`config.mk`:
```
export PLATFORM = sky130hd
export DESIGN_NAME = game_frame_scanner
export DESIGN_NICKNAME = d
export VERILOG_FILES = /design/src/rtl/game_frame_scanner_pkg.sv /design/src/rtl/game_frame_scanner_scan_pipe.sv /design/src/rtl/game_frame_scanner.sv
export SDC_FILE = /design/constraint.sdc
export NUM_CORES = 1
export LEC_CHECK = 0
export BUFFER_PORTS_ARGS = -buffer_cell sky130_fd_sc_hd__buf_2
export CORE_ASPECT_RATIO = 0.6
export CORE_UTILIZATION = 50
export CTS_BUF_LIST = sky130_fd_sc_hd__clkbuf_4 sky130_fd_sc_hd__clkbuf_8
export DETAILED_ROUTE_END_ITERATION = 6
export PLACE_DENSITY_LB_ADDON = 0.1
export SLEW_MARGIN = 40
export SYNTH_ARGS = -nofsm -noshare
export SYNTH_HDL_FRONTEND = slang
export SYNTH_HIERARCHICAL = 1
export SYNTH_SLANG_ARGS = --single-unit
export TNS_END_PERCENT = 10
```
`constraint.sdc`:
```
create_clock -name clk -period 3.4 [get_ports clk]
set_input_delay 0.68 -clock clk [delete_from_list [all_inputs] [get_ports clk]]
set_output_delay 0.68 -clock clk [all_outputs]
set_load 0.005 [all_outputs]
```
`src/rtl/game_frame_scanner_pkg.sv`:
```
// rtl/game_frame_scanner_pkg.sv - shared screen geometry and colour defaults for the game display path
package DinoGameConstants;

  localparam int unsigned SCREEN_COORD_W  = 8;
  localparam int unsigned SCREEN_X_MAX    = 159;
  localparam int unsigned SCREEN_Y_MAX    = 119;
  localparam int unsigned SCREEN_COLOR_W  = 3;
  localparam int unsigned SCREEN_BG_COLOR = 0;

endpackage

```
`src/rtl/game_frame_scanner_scan_pipe.sv`:
```
// rtl/game_frame_scanner_scan_pipe.sv - stallable valid/x/y delay line matching the colour-source latency
module game_scan_pipe
  import DinoGameConstants::*;
#(
  parameter int unsigned COORD_W = SCREEN_COORD_W,
  parameter int unsigned LAT     = 1
) (
  input  logic               i_clk,
  input  logic               i_resetn,
  input  logic               i_en,
  input  logic               i_valid,
  input  logic [COORD_W-1:0] i_x,
  input  logic [COORD_W-1:0] i_y,
  output logic               o_valid,
  output logic [COORD_W-1:0] o_x,
  output logic [COORD_W-1:0] o_y,
  output logic               o_tail_valid,
  output logic               o_inflight
);

  localparam int L = int'(LAT);

  logic [L-1:0]              r_v;
  logic [L-1:0][COORD_W-1:0] r_x;
  logic [L-1:0][COORD_W-1:0] r_y;

  always_ff @(posedge i_clk or negedge i_resetn) begin
    if (!i_resetn) begin
      r_v <= '0;
      r_x <= '0;
      r_y <= '0;
    end else if (i_en) begin
      r_v[0] <= i_valid;
      r_x[0] <= i_x;
      r_y[0] <= i_y;
      for (int i = 1; i < L; i++) begin
        r_v[i] <= r_v[i-1];
        r_x[i] <= r_x[i-1];
        r_y[i] <= r_y[i-1];
      end
    end
  end

  assign o_valid = r_v[L-1];
  assign o_x     = r_x[L-1];
  assign o_y     = r_y[L-1];

  // The tail valid is what will land in the output stage on the next advance.
  generate
    if (L == 1) begin : g_lat1
      assign o_tail_valid = i_valid;
      assign o_inflight   = 1'b0;
    end else begin : g_latn
      assign o_tail_valid = r_v[L-2];
      assign o_inflight   = |r_v[L-2:0];
    end
  endgenerate

endmodule

```
`src/rtl/game_frame_scanner.sv`:
```
// rtl/game_frame_scanner.sv - raster scanner: walks a frame/window, fetches colours, plots pixels with backpressure
module game_frame_scanner
  import DinoGameConstants::*;
#(
  parameter int unsigned COORD_W  = SCREEN_COORD_W,
  parameter int unsigned X_MAX    = SCREEN_X_MAX,
  parameter int unsigned Y_MAX    = SCREEN_Y_MAX,
  parameter int unsigned COLOR_W  = SCREEN_COLOR_W,
  parameter int unsigned LAT      = 1,
  parameter int unsigned BG_COLOR = SCREEN_BG_COLOR
) (
  input  logic               clk,
  input  logic               resetn,
  input  logic               enable,
  input  logic               frame_clk,
  input  logic               win_mode,
  input  logic [COORD_W-1:0] win_x0,
  input  logic [COORD_W-1:0] win_y0,
  input  logic [COORD_W-1:0] win_x1,
  input  logic [COORD_W-1:0] win_y1,
  output logic [COORD_W-1:0] src_x,
  output logic [COORD_W-1:0] src_y,
  input  logic [COLOR_W-1:0] src_color,
  output logic               src_advance,
  output logic [COORD_W-1:0] x,
  output logic [COORD_W-1:0] y,
  output logic [COLOR_W-1:0] color,
  output logic               plot_pixel,
  input  logic               plot_ready,
  output logic               busy,
  output logic               frame_done,
  output logic               overrun
);

  localparam logic [1:0] ST_IDLE  = 2'd0;
  localparam logic [1:0] ST_SCAN  = 2'd1;
  localparam logic [1:0] ST_DRAIN = 2'd2;

  localparam logic [COORD_W-1:0] LP_X_MAX = COORD_W'(X_MAX);
  localparam logic [COORD_W-1:0] LP_Y_MAX = COORD_W'(Y_MAX);
  localparam logic [COLOR_W-1:0] LP_BG    = COLOR_W'(BG_COLOR);

  logic [1:0]         r_state;
  logic [COORD_W-1:0] r_cx, r_cy, r_x0, r_x1, r_y1;
  logic [COLOR_W-1:0] r_color;
  logic               r_frame_done, r_overrun;

  logic               w_adv, w_busy, w_start, w_empty, w_drain_done;
  logic [COORD_W-1:0] w_x1c, w_y1c, w_bx0, w_bx1, w_by0, w_by1;
  logic               w_pipe_valid, w_tail_valid, w_inflight;
  logic [COORD_W-1:0] w_pipe_x, w_pipe_y;

  assign w_adv  = enable && (plot_ready || !w_pipe_valid);
  assign w_busy = (r_state != ST_IDLE);

  assign w_x1c = (win_x1 > LP_X_MAX) ? LP_X_MAX : win_x1;
  assign w_y1c = (win_y1 > LP_Y_MAX) ? LP_Y_MAX : win_y1;
  assign w_bx0 = win_mode ? win_x0 : '0;
  assign w_by0 = win_mode ? win_y0 : '0;
  assign w_bx1 = win_mode ? w_x1c  : LP_X_MAX;
  assign w_by1 = win_mode ? w_y1c  : LP_Y_MAX;
  assign w_empty = (w_bx0 > w_bx1) || (w_by0 > w_by1);

  // A request landing in the frame_done cycle counts as an overrun, not a start.
  assign w_start      = (r_state == ST_IDLE) && w_adv && frame_clk && !r_frame_done;
  assign w_drain_done = (r_state == ST_DRAIN) && w_adv && !w_inflight;

  always_ff @(posedge clk or negedge resetn) begin
    if (!resetn) begin
      r_state <= ST_IDLE;
      r_cx    <= '0;
      r_cy    <= '0;
      r_x0    <= '0;
      r_x1    <= '0;
      r_y1    <= '0;
    end else if (w_adv) begin
      unique case (r_state)
        ST_IDLE: begin
          if (w_start && !w_empty) begin
            r_state <= ST_SCAN;
            r_cx    <= w_bx0;
            r_cy    <= w_by0;
            r_x0    <= w_bx0;
            r_x1    <= w_bx1;
            r_y1    <= w_by1;
          end
        end
        ST_SCAN: begin
          if (r_cx == r_x1) begin
            if (r_cy == r_y1) begin
              r_state <= ST_DRAIN;
            end else begin
              r_cx <= r_x0;
              r_cy <= r_cy + COORD_W'(1);
            end
          end else begin
            r_cx <= r_cx + COORD_W'(1);
          end
        end
        ST_DRAIN: begin
          if (!w_inflight) r_state <= ST_IDLE;
        end
        default: r_state <= ST_IDLE;
      endcase
    end
  end

  // Event pulses refresh every cycle so they stay one cycle wide even when stalled.
  always_ff @(posedge clk or negedge resetn) begin
    if (!resetn) begin
      r_frame_done <= 1'b0;
      r_overrun    <= 1'b0;
    end else begin
      r_frame_done <= (w_start && w_empty) || w_drain_done;
      r_overrun    <= enable && frame_clk && (w_busy || r_frame_done);
    end
  end

  always_ff @(posedge clk or negedge resetn) begin
    if (!resetn) begin
      r_color <= LP_BG;
    end else if (w_adv) begin
      r_color <= w_tail_valid ? src_color : LP_BG;
    end
  end

  game_scan_pipe #(
    .COORD_W (COORD_W),
    .LAT     (LAT)
  ) u_pipe (
    .i_clk        (clk),
    .i_resetn     (resetn),
    .i_en         (w_adv),
    .i_valid      (r_state == ST_SCAN),
    .i_x          (r_cx),
    .i_y          (r_cy),
    .o_valid      (w_pipe_valid),
    .o_x          (w_pipe_x),
    .o_y          (w_pipe_y),
    .o_tail_valid (w_tail_valid),
    .o_inflight   (w_inflight)
  );

  assign src_x       = (r_state == ST_SCAN) ? r_cx : '0;
  assign src_y       = (r_state == ST_SCAN) ? r_cy : '0;
  assign src_advance = w_adv;
  assign x           = w_pipe_x;
  assign y           = w_pipe_y;
  assign color       = r_color;
  assign plot_pixel  = w_pipe_valid;
  assign busy        = w_busy;
  assign frame_done  = r_frame_done;
  assign overrun     = r_overrun;

endmodule

```
=== After elaboration in Yosys (flattened, before gate mapping) ===
Index checks and enable logic that the tools add are counted.

* Magnitude comparators: 4
* Shifts and indexed selects: 0
* Eq/ne operators: 9
* Reductions and logical operators: 23
* Add/subtract/negate cells: 2
* Bitwise gates (word level): 0
* Divide/modulo/power cells: 0
* Multipliers: 0
* Multiplexer cells: 21

{| class="wikitable"
|+ Operators with widths
! kind !! count
|-
| $mux W8 || 14
|-
| $pmux W8 S2 || 2
|-
| $add A8 B1 Y8 const B || 2
|-
| $eq A8 B8 Y1 || 2
|-
| $gt A8 B8 Y1 || 2
|-
| $logic_and A1 B1 Y1 || 9
|-
| $gt A8 B7 Y1 const B || 1
|-
| $gt A8 B8 Y1 const B || 1
|-
| $reduce_and A4 Y1 || 2
|-
| $mux W2 || 3
|-
| $ne A2 B2 Y1 const B || 3
|-
| $reduce_and A5 Y1 || 1
|-
| $logic_or A1 B1 Y1 || 4
|-
| $pmux W2 S2 || 1
|-
| $reduce_bool A2 Y1 || 2
|-
| $logic_not A1 Y1 || 3
|-
| $mux W3 || 1
|-
| $ne A3 B3 Y1 const B || 1
|-
| $reduce_and A3 Y1 || 1
|-
| $eq A2 B1 Y1 const B || 1
|-
| $eq A2 B2 Y1 const B || 1
|-
| $logic_not A2 Y1 || 1
|-
| $ne A2 B1 Y1 const B || 1
|}

* Output and inout bits: 40
* Bits of input ports: 41
* Bits in registers: 64
* Latch bits: 0
* Logic and storage cells: 71
* ROM bits: 0
* Memory bits (writable): 0
* Memories: 0

=== Logic depth before layout (Yosys ltp) ===
* Depth in word-level cells: 9
* Gate-level depth with buffers: 12
* Mapped depth without buffers: 11

=== Modules after synthesis ===
The synthesis kept the hierarchy.

{| class="wikitable"
|+ Modules (own cells, without submodules)
! module !! seq. area each (um^2) !! cells an instance !! area each (um^2) !! instances
|-
| game_frame_scanner || 1,176.1 || 340 || 3,105.5 || 1
|-
| game_scan_pipe || 425.4 || 39 || 704.4 || 1
|}

=== Worst setup path before layout ===
Ideal clock, no wire load.

* Path type: in2reg
* Start point: input port win_mode
* End point: register r_cx[0]
* Stages: 11
* Data required time: 3.275 ns
* Data arrival time: 2.853 ns
* Setup slack: 0.422 ns
* Cell sequence: clkbuf_1 > nor2b_1 > nand2_1 > ha_1 > and3_1 > a221oi_1 > a31oi_1 > nor2_1 > and2_2 > a2bb2oi_4 > mux2_2

* Longest elaborated chain between the ends: 7

{| class="wikitable"
|+ Ends and longest elaborated chain
! item !! RTL line !! RTL
|-
| start, declared || game_frame_scanner.sv:16 || <nowiki>input logic win_mode,</nowiki>
|-
| $mux W8, on equally long branches || - ||
|-
| $gt A8 B8 Y1 || game_frame_scanner.sv:62 || <nowiki>assign w_empty = (w_bx0 > w_bx1) || (w_by0 > w_by1);</nowiki>
|-
| $logic_or A1 B1 Y1 || game_frame_scanner.sv:62 ||
|-
| $logic_not A1 Y1 || game_frame_scanner.sv:79 || <nowiki>if (w_start && !w_empty) begin</nowiki>
|-
| $logic_and A1 B1 Y1 || game_frame_scanner.sv:79 ||
|-
| $ne A2 B1 Y1 (no line) || - ||
|-
| $reduce_and A4 Y1 (no line) || - ||
|-
| end signal, assigned || game_frame_scanner.sv:81 || <nowiki>r_cx <= w_bx0;</nowiki>
|-
| end signal, assigned || game_frame_scanner.sv:93 || <nowiki>r_cx <= r_x0;</nowiki>
|-
| end signal, assigned || game_frame_scanner.sv:97 || <nowiki>r_cx <= r_cx + COORD_W'(1);</nowiki>
|-
| end, declared || game_frame_scanner.sv:44 || <nowiki>logic [COORD_W-1:0] r_cx, r_cy, r_x0, r_x1, r_y1;</nowiki>
|}

Several ways; a longest one is shown, not always the timed one. The select of a mux whose other input is x is not followed.
A chain may end at the register's enable or synchronous reset.

=== Final worst setup path ===
Same ends and word-level chain as after synthesis.

==> metrics.txt <==
# TYPE chip_impl_metric gauge
chip_impl_info{name="outcome",value="completed"} 1
chip_impl_metric{name="number_of_global_route_vias_before_repair",unit=""} 2821
chip_impl_metric{name="met1_usage",unit="%"} 40.3
chip_impl_info{name="grt_setup_unrepaired",value="false"} 1
chip_impl_info{name="critical_path.endpoint_type",value="flop"} 1
chip_impl_metric{name="wire_length_of_the_first_global_routing_pass",unit="um"} 14600
chip_impl_metric{name="cts_max_level",unit=""} 3
chip_impl_info{name="cts_tree",value="built"} 1
chip_impl_metric{name="min_period",unit="ns"} 2.96
chip_impl_metric{name="number_of_cell_rows",unit=""} 24
chip_impl_metric{name="pwr-share-clk",unit="%"} 17.0
chip_impl_metric{name="cts_buffers",unit=""} 9
chip_impl_info{name="slowest_stage",value="sky130_fd_sc_hd__mux2_2"} 1
chip_impl_info{name="category_of_the_worst_setup_path_launch_point",value="primary input"} 1
chip_impl_metric{name="die_width",unit="um"} 115
chip_impl_metric{name="worst_ep_required_time",unit="ns"} 3.61
chip_impl_metric{name="syn_to_final_growth",unit="%"} 17.6
chip_impl_metric{name="post_synth.cell_area_avg",unit="um^2"} 10.1
chip_impl_metric{name="finalSetupViolCount",unit=""} 0
chip_impl_metric{name="initial_core_util",unit="%"} 52.0
chip_impl_metric{name="drt_pass1_iterations",unit=""} 4
chip_impl_metric{name="net_sw_share",unit="%"} 36.3
chip_impl_metric{name="critical_path_arrival",unit="ns"} 3.17
chip_impl_metric{name="critPathMaxStageDelay",unit="ns"} 0.37
chip_impl_metric{name="detail-route-antenna-nets",unit=""} 0
chip_impl_metric{name="cell_area_after_synthesis",unit="um^2"} 3810
chip_impl_metric{name="clock_skew",unit="ns"} 0.00716
chip_impl_metric{name="antenna_found_initial",unit=""} 0
chip_impl_metric{name="asyncSetResetFlopFracSynth",unit="%"} 100
chip_impl_metric{name="drt_iter0_markers",unit=""} 190
chip_impl_metric{name="worst-path-buf-inv",unit=""} 1
chip_impl_metric{name="globalRoute.totalOverflow",unit=""} 0
chip_impl_metric{name="combinational_fraction_of_design_power",unit="%"} 41.1
chip_impl_metric{name="gate_count_post_synth",unit=""} 379
chip_impl_metric{name="chip_height",unit="um"} 69.6
chip_impl_metric{name="grt_use_met2",unit="%"} 30.0
chip_impl_info{name="crit_path_start",value="win_mode"} 1
chip_impl_metric{name="coreArea",unit="um^2"} 7330
chip_impl_metric{name="route.final.wire_length",unit="um"} 8710
chip_impl_info{name="path_class",value="primary input to flop"} 1
chip_impl_metric{name="number_of_enable_type_register_cells_in_the_synthesized_netlist",unit=""} 0
chip_impl_metric{name="max_clock_freq",unit="MHz"} 338
chip_impl_metric{name="postCtsHoldBufs",unit=""} 0
chip_impl_metric{name="power_report.internal_total",unit="uW"} 2200
chip_impl_metric{name="grt.total_usage",unit="%"} 24.0
chip_impl_metric{name="post_synth_num_cell_types",unit=""} 47
chip_impl_metric{name="switchingPower",unit="uW"} 1250
chip_impl_metric{name="cts-root-to-sink-buffers",unit=""} 2
chip_impl_info{name="synthFlopType",value="sky130_fd_sc_hd__dfrtp_1"} 1
chip_impl_info{name="path_cells",value="buf_2 -> nand2b_1 -> a41o_1 -> nor2_1 -> ha_1 -> nor2b_1 -> o211ai_1 -> a21oi_1 -> o22ai_1 -> and2_2 -> a2bb2oi_4 -> mux2_2"} 1
chip_impl_metric{name="global_route.usage.met3",unit="%"} 5.24
chip_impl_metric{name="hold_viol",unit=""} 0
chip_impl_info{name="path_delay_family",value="compound AO/OA/AOI/OAI gates"} 1
chip_impl_metric{name="yosys_register_bits",unit=""} 64
chip_impl_metric{name="seq_power_share",unit="%"} 41.9
chip_impl_info{name="r2r_start",value="r_cx[2]"} 1
chip_impl_metric{name="fin_crit_sh",unit="%"} 87.1
chip_impl_metric{name="drcViolationCount",unit=""} 0
chip_impl_metric{name="insertedDiodeCount",unit=""} 0
chip_impl_metric{name="placedCellCount",unit=""} 555
chip_impl_metric{name="io_buffer_count",unit=""} 80
chip_impl_metric{name="routedWlPerCell",unit="um"} 15.3
chip_impl_metric{name="clk_latency",unit="ns"} 0.33
chip_impl_metric{name="cts_num_sinks",unit=""} 64
chip_impl_metric{name="synthesis.yosys.warnings",unit=""} 6
chip_impl_metric{name="ios",unit=""} 81
chip_impl_metric{name="ys_seq_area_share",unit="%"} 42.0
chip_impl_info{name="worst_hold_path_type",value="primary input to asynchronous set/reset pin"} 1
chip_impl_metric{name="grt_max_degree",unit=""} 35
chip_impl_info{name="cts-root-buf",value="sky130_fd_sc_hd__clkbuf_8"} 1
chip_impl_metric{name="dr_total_vias",unit=""} 2947
chip_impl_metric{name="post-layout-total-power",unit="uW"} 3450
chip_impl_info{name="grt_busiest_layer",value="met1"} 1
chip_impl_metric{name="post_drt_via_cell_ratio",unit=""} 5.18
chip_impl_metric{name="count_of_instances_resized_after_the_clock_tree_is_built",unit=""} 0
chip_impl_metric{name="synth_nets",unit=""} 438
chip_impl_metric{name="gp_routability_congestion",unit=""} 0.822
chip_impl_metric{name="setup-tns-final",unit="ns"} 0
chip_impl_metric{name="final_design_area_no_fill",unit="um^2"} 4480
chip_impl_metric{name="final_nets",unit=""} 521
chip_impl_metric{name="power_per_cell_area",unit="nW/um^2"} 770
chip_impl_metric{name="detailedPlacementHpwl",unit="um"} 6800
chip_impl_metric{name="die_area",unit="um^2"} 7980
chip_impl_metric{name="postLayoutCoreUtil",unit="%"} 61.2
chip_impl_metric{name="worst_ir_drop_vdd",unit="uV"} 260
chip_impl_metric{name="instances_no_fill",unit=""} 569
chip_impl_metric{name="cts_setup_buffers",unit=""} 0
chip_impl_metric{name="place_area",unit="um^2"} 4300
chip_impl_metric{name="final_max_slew_viol_count",unit=""} 0
chip_impl_metric{name="maxCapViolCount",unit=""} 0
chip_impl_metric{name="worst-path-max-fanout",unit=""} 11
chip_impl_metric{name="share_of_cells_above_drive_strength_1",unit="%"} 32.3
chip_impl_metric{name="path_clk_slew",unit="ns"} 0.07
chip_impl_metric{name="power_leakage",unit="uW"} 0.00219
## routing by layer
layer  share of wire [%]  wire, um  vias to the layer above
met1                  54      4750                     1347
met4                0.40        35                        0
met2                  36      3150                      118
li1                    -         -                     1478
met3                 9.0       783                        4
met5                   0         0                        -
## layout make-up
class / instances / area [um^2]
multi-input cells: 290 / 2060
well taps: 104 / 130
fillers: 658 / 2850
inverters: 7 / 26.3
clock buffers: 12 / 165
flip-flops and latches: 64 / 1600
clock inverters: 2 / 15.0
repair buffers: 90 / 478
## cell usage after synthesis, types with 3 or more instances
cell type / number / share of area [%]
sky130_fd_sc_hd__nor2b_1: 4 / 0.66
sky130_fd_sc_hd__and2_1: 28 / 4.6
sky130_fd_sc_hd__xnor2_1: 17 / 3.9
sky130_fd_sc_hd__xor2_1: 5 / 1.1
sky130_fd_sc_hd__o22ai_1: 4 / 0.66
sky130_fd_sc_hd__mux2_2: 15 / 4.4
sky130_fd_sc_hd__nand2b_1: 5 / 0.82
sky130_fd_sc_hd__nor2_1: 22 / 2.2
sky130_fd_sc_hd__mux2_4: 19 / 7.5
sky130_fd_sc_hd__o21ai_0: 31 / 4.1
sky130_fd_sc_hd__a21oi_1: 22 / 2.9
sky130_fd_sc_hd__nand4_1: 6 / 0.99
sky130_fd_sc_hd__buf_2: 3 / 0.39
sky130_fd_sc_hd__dfrtp_1: 64 / 42
sky130_fd_sc_hd__buf_6: 3 / 0.89
sky130_fd_sc_hd__nand3_1: 9 / 1.2
sky130_fd_sc_hd__inv_1: 7 / 0.69
sky130_fd_sc_hd__o2bb2ai_1: 4 / 0.92
sky130_fd_sc_hd__ha_1: 18 / 5.9
sky130_fd_sc_hd__clkbuf_1: 9 / 0.89
sky130_fd_sc_hd__nand2_1: 47 / 4.6
sky130_fd_sc_hd__and3_1: 5 / 0.82
## path summary, 6_finish.rpt
check                      slack [ns]            end  cells past startpoint
hold / removal                   0.28  u_pipe/o_x[3]                      1
setup reg to reg                 1.12        r_cy[3]                      8
max in group asynchronous        2.36        r_cy[0]                      2
hold reg to reg                  0.49        r_x0[0]                      2
min in group clk                 0.49        r_x0[0]                      2
setup / recovery                 0.44        r_cx[0]                     12
## registers in the layout, summed over array words and instances (netlist names)
signal and count:
color 3, r_x0 8, overrun 1, r_cx 8, r_x1 8, u_pipe/o_valid 1, u_pipe/o_x 8, r_cy 8
r_state 2, r_y1 8, frame_done 1, u_pipe/o_y 8
## worst reg2reg max path, stage by stage (launching register included)
cell,delay [ns]
sky130_fd_sc_hd__dfrtp_1,0.51
sky130_fd_sc_hd__xnor2_1,0.17
sky130_fd_sc_hd__nand4_1,0.16
sky130_fd_sc_hd__nor2_2,0.10
sky130_fd_sc_hd__buf_4,0.21
sky130_fd_sc_hd__nor4b_2,0.31
sky130_fd_sc_hd__a21o_2,0.34
sky130_fd_sc_hd__o21ai_0,0.20
sky130_fd_sc_hd__a22oi_1,0.19
## cells in the final DEF (no fill, tap or decap), types with 2 or more instances in the layout
cell	count
sky130_fd_sc_hd__clkinvlp_4	2
sky130_fd_sc_hd__mux2_4	19
sky130_fd_sc_hd__dfrtp_1	64
sky130_fd_sc_hd__o2bb2ai_1	4
sky130_fd_sc_hd__ha_1	18
sky130_fd_sc_hd__nand4_1	6
sky130_fd_sc_hd__o211ai_1	2
sky130_fd_sc_hd__xnor2_1	17
sky130_fd_sc_hd__nor2b_1	4
sky130_fd_sc_hd__buf_4	11
sky130_fd_sc_hd__inv_1	7
sky130_fd_sc_hd__nor2_1	22
sky130_fd_sc_hd__conb_1	2
sky130_fd_sc_hd__or2_2	2
sky130_fd_sc_hd__and2_1	28
sky130_fd_sc_hd__clkbuf_8	12
sky130_fd_sc_hd__buf_2	79
sky130_fd_sc_hd__and3_1	5
sky130_fd_sc_hd__a21oi_1	22
sky130_fd_sc_hd__nand3_1	9
sky130_fd_sc_hd__nand2b_1	5
sky130_fd_sc_hd__a31oi_1	2
sky130_fd_sc_hd__o21ai_0	31
sky130_fd_sc_hd__o22ai_1	4
sky130_fd_sc_hd__mux2_2	15
sky130_fd_sc_hd__mux2i_1	2
sky130_fd_sc_hd__o31ai_1	2
sky130_fd_sc_hd__xor2_1	5
sky130_fd_sc_hd__nand2_1	47
## power by group through the flow
stage               combinational [uW]  clock (uW)  sequential (uW)
CTS                               1430         604             1440
floorplan                         1020           0             1350
global route                      1600         632             1500
global placement                  1390           0             1440
detailed placement                1410           0             1450
finish                            1420         587             1440
## kinds of logic after synthesis
logic type,share of synthesized area [%]
fa+ha+maj,5.91
flops,42.0
buf+inv,3.78
other cells,0.197
mux,12.4
simple gates,18.7
xor+xnor,5.06
compound gates,11.9
## per-stage QoR
step	worst slack, ns	hold WS [ns]
2_1_floorplan	0.422	0.384
6_report	0.440	0.278
3_5_place_dp	0.0943	0.471
3_3_place_gp	0.238	0.460
4_1_cts	0.455	0.427
5_1_grt	0.236	0.309
Note: power is estimated with default switching activity, not from simulation.
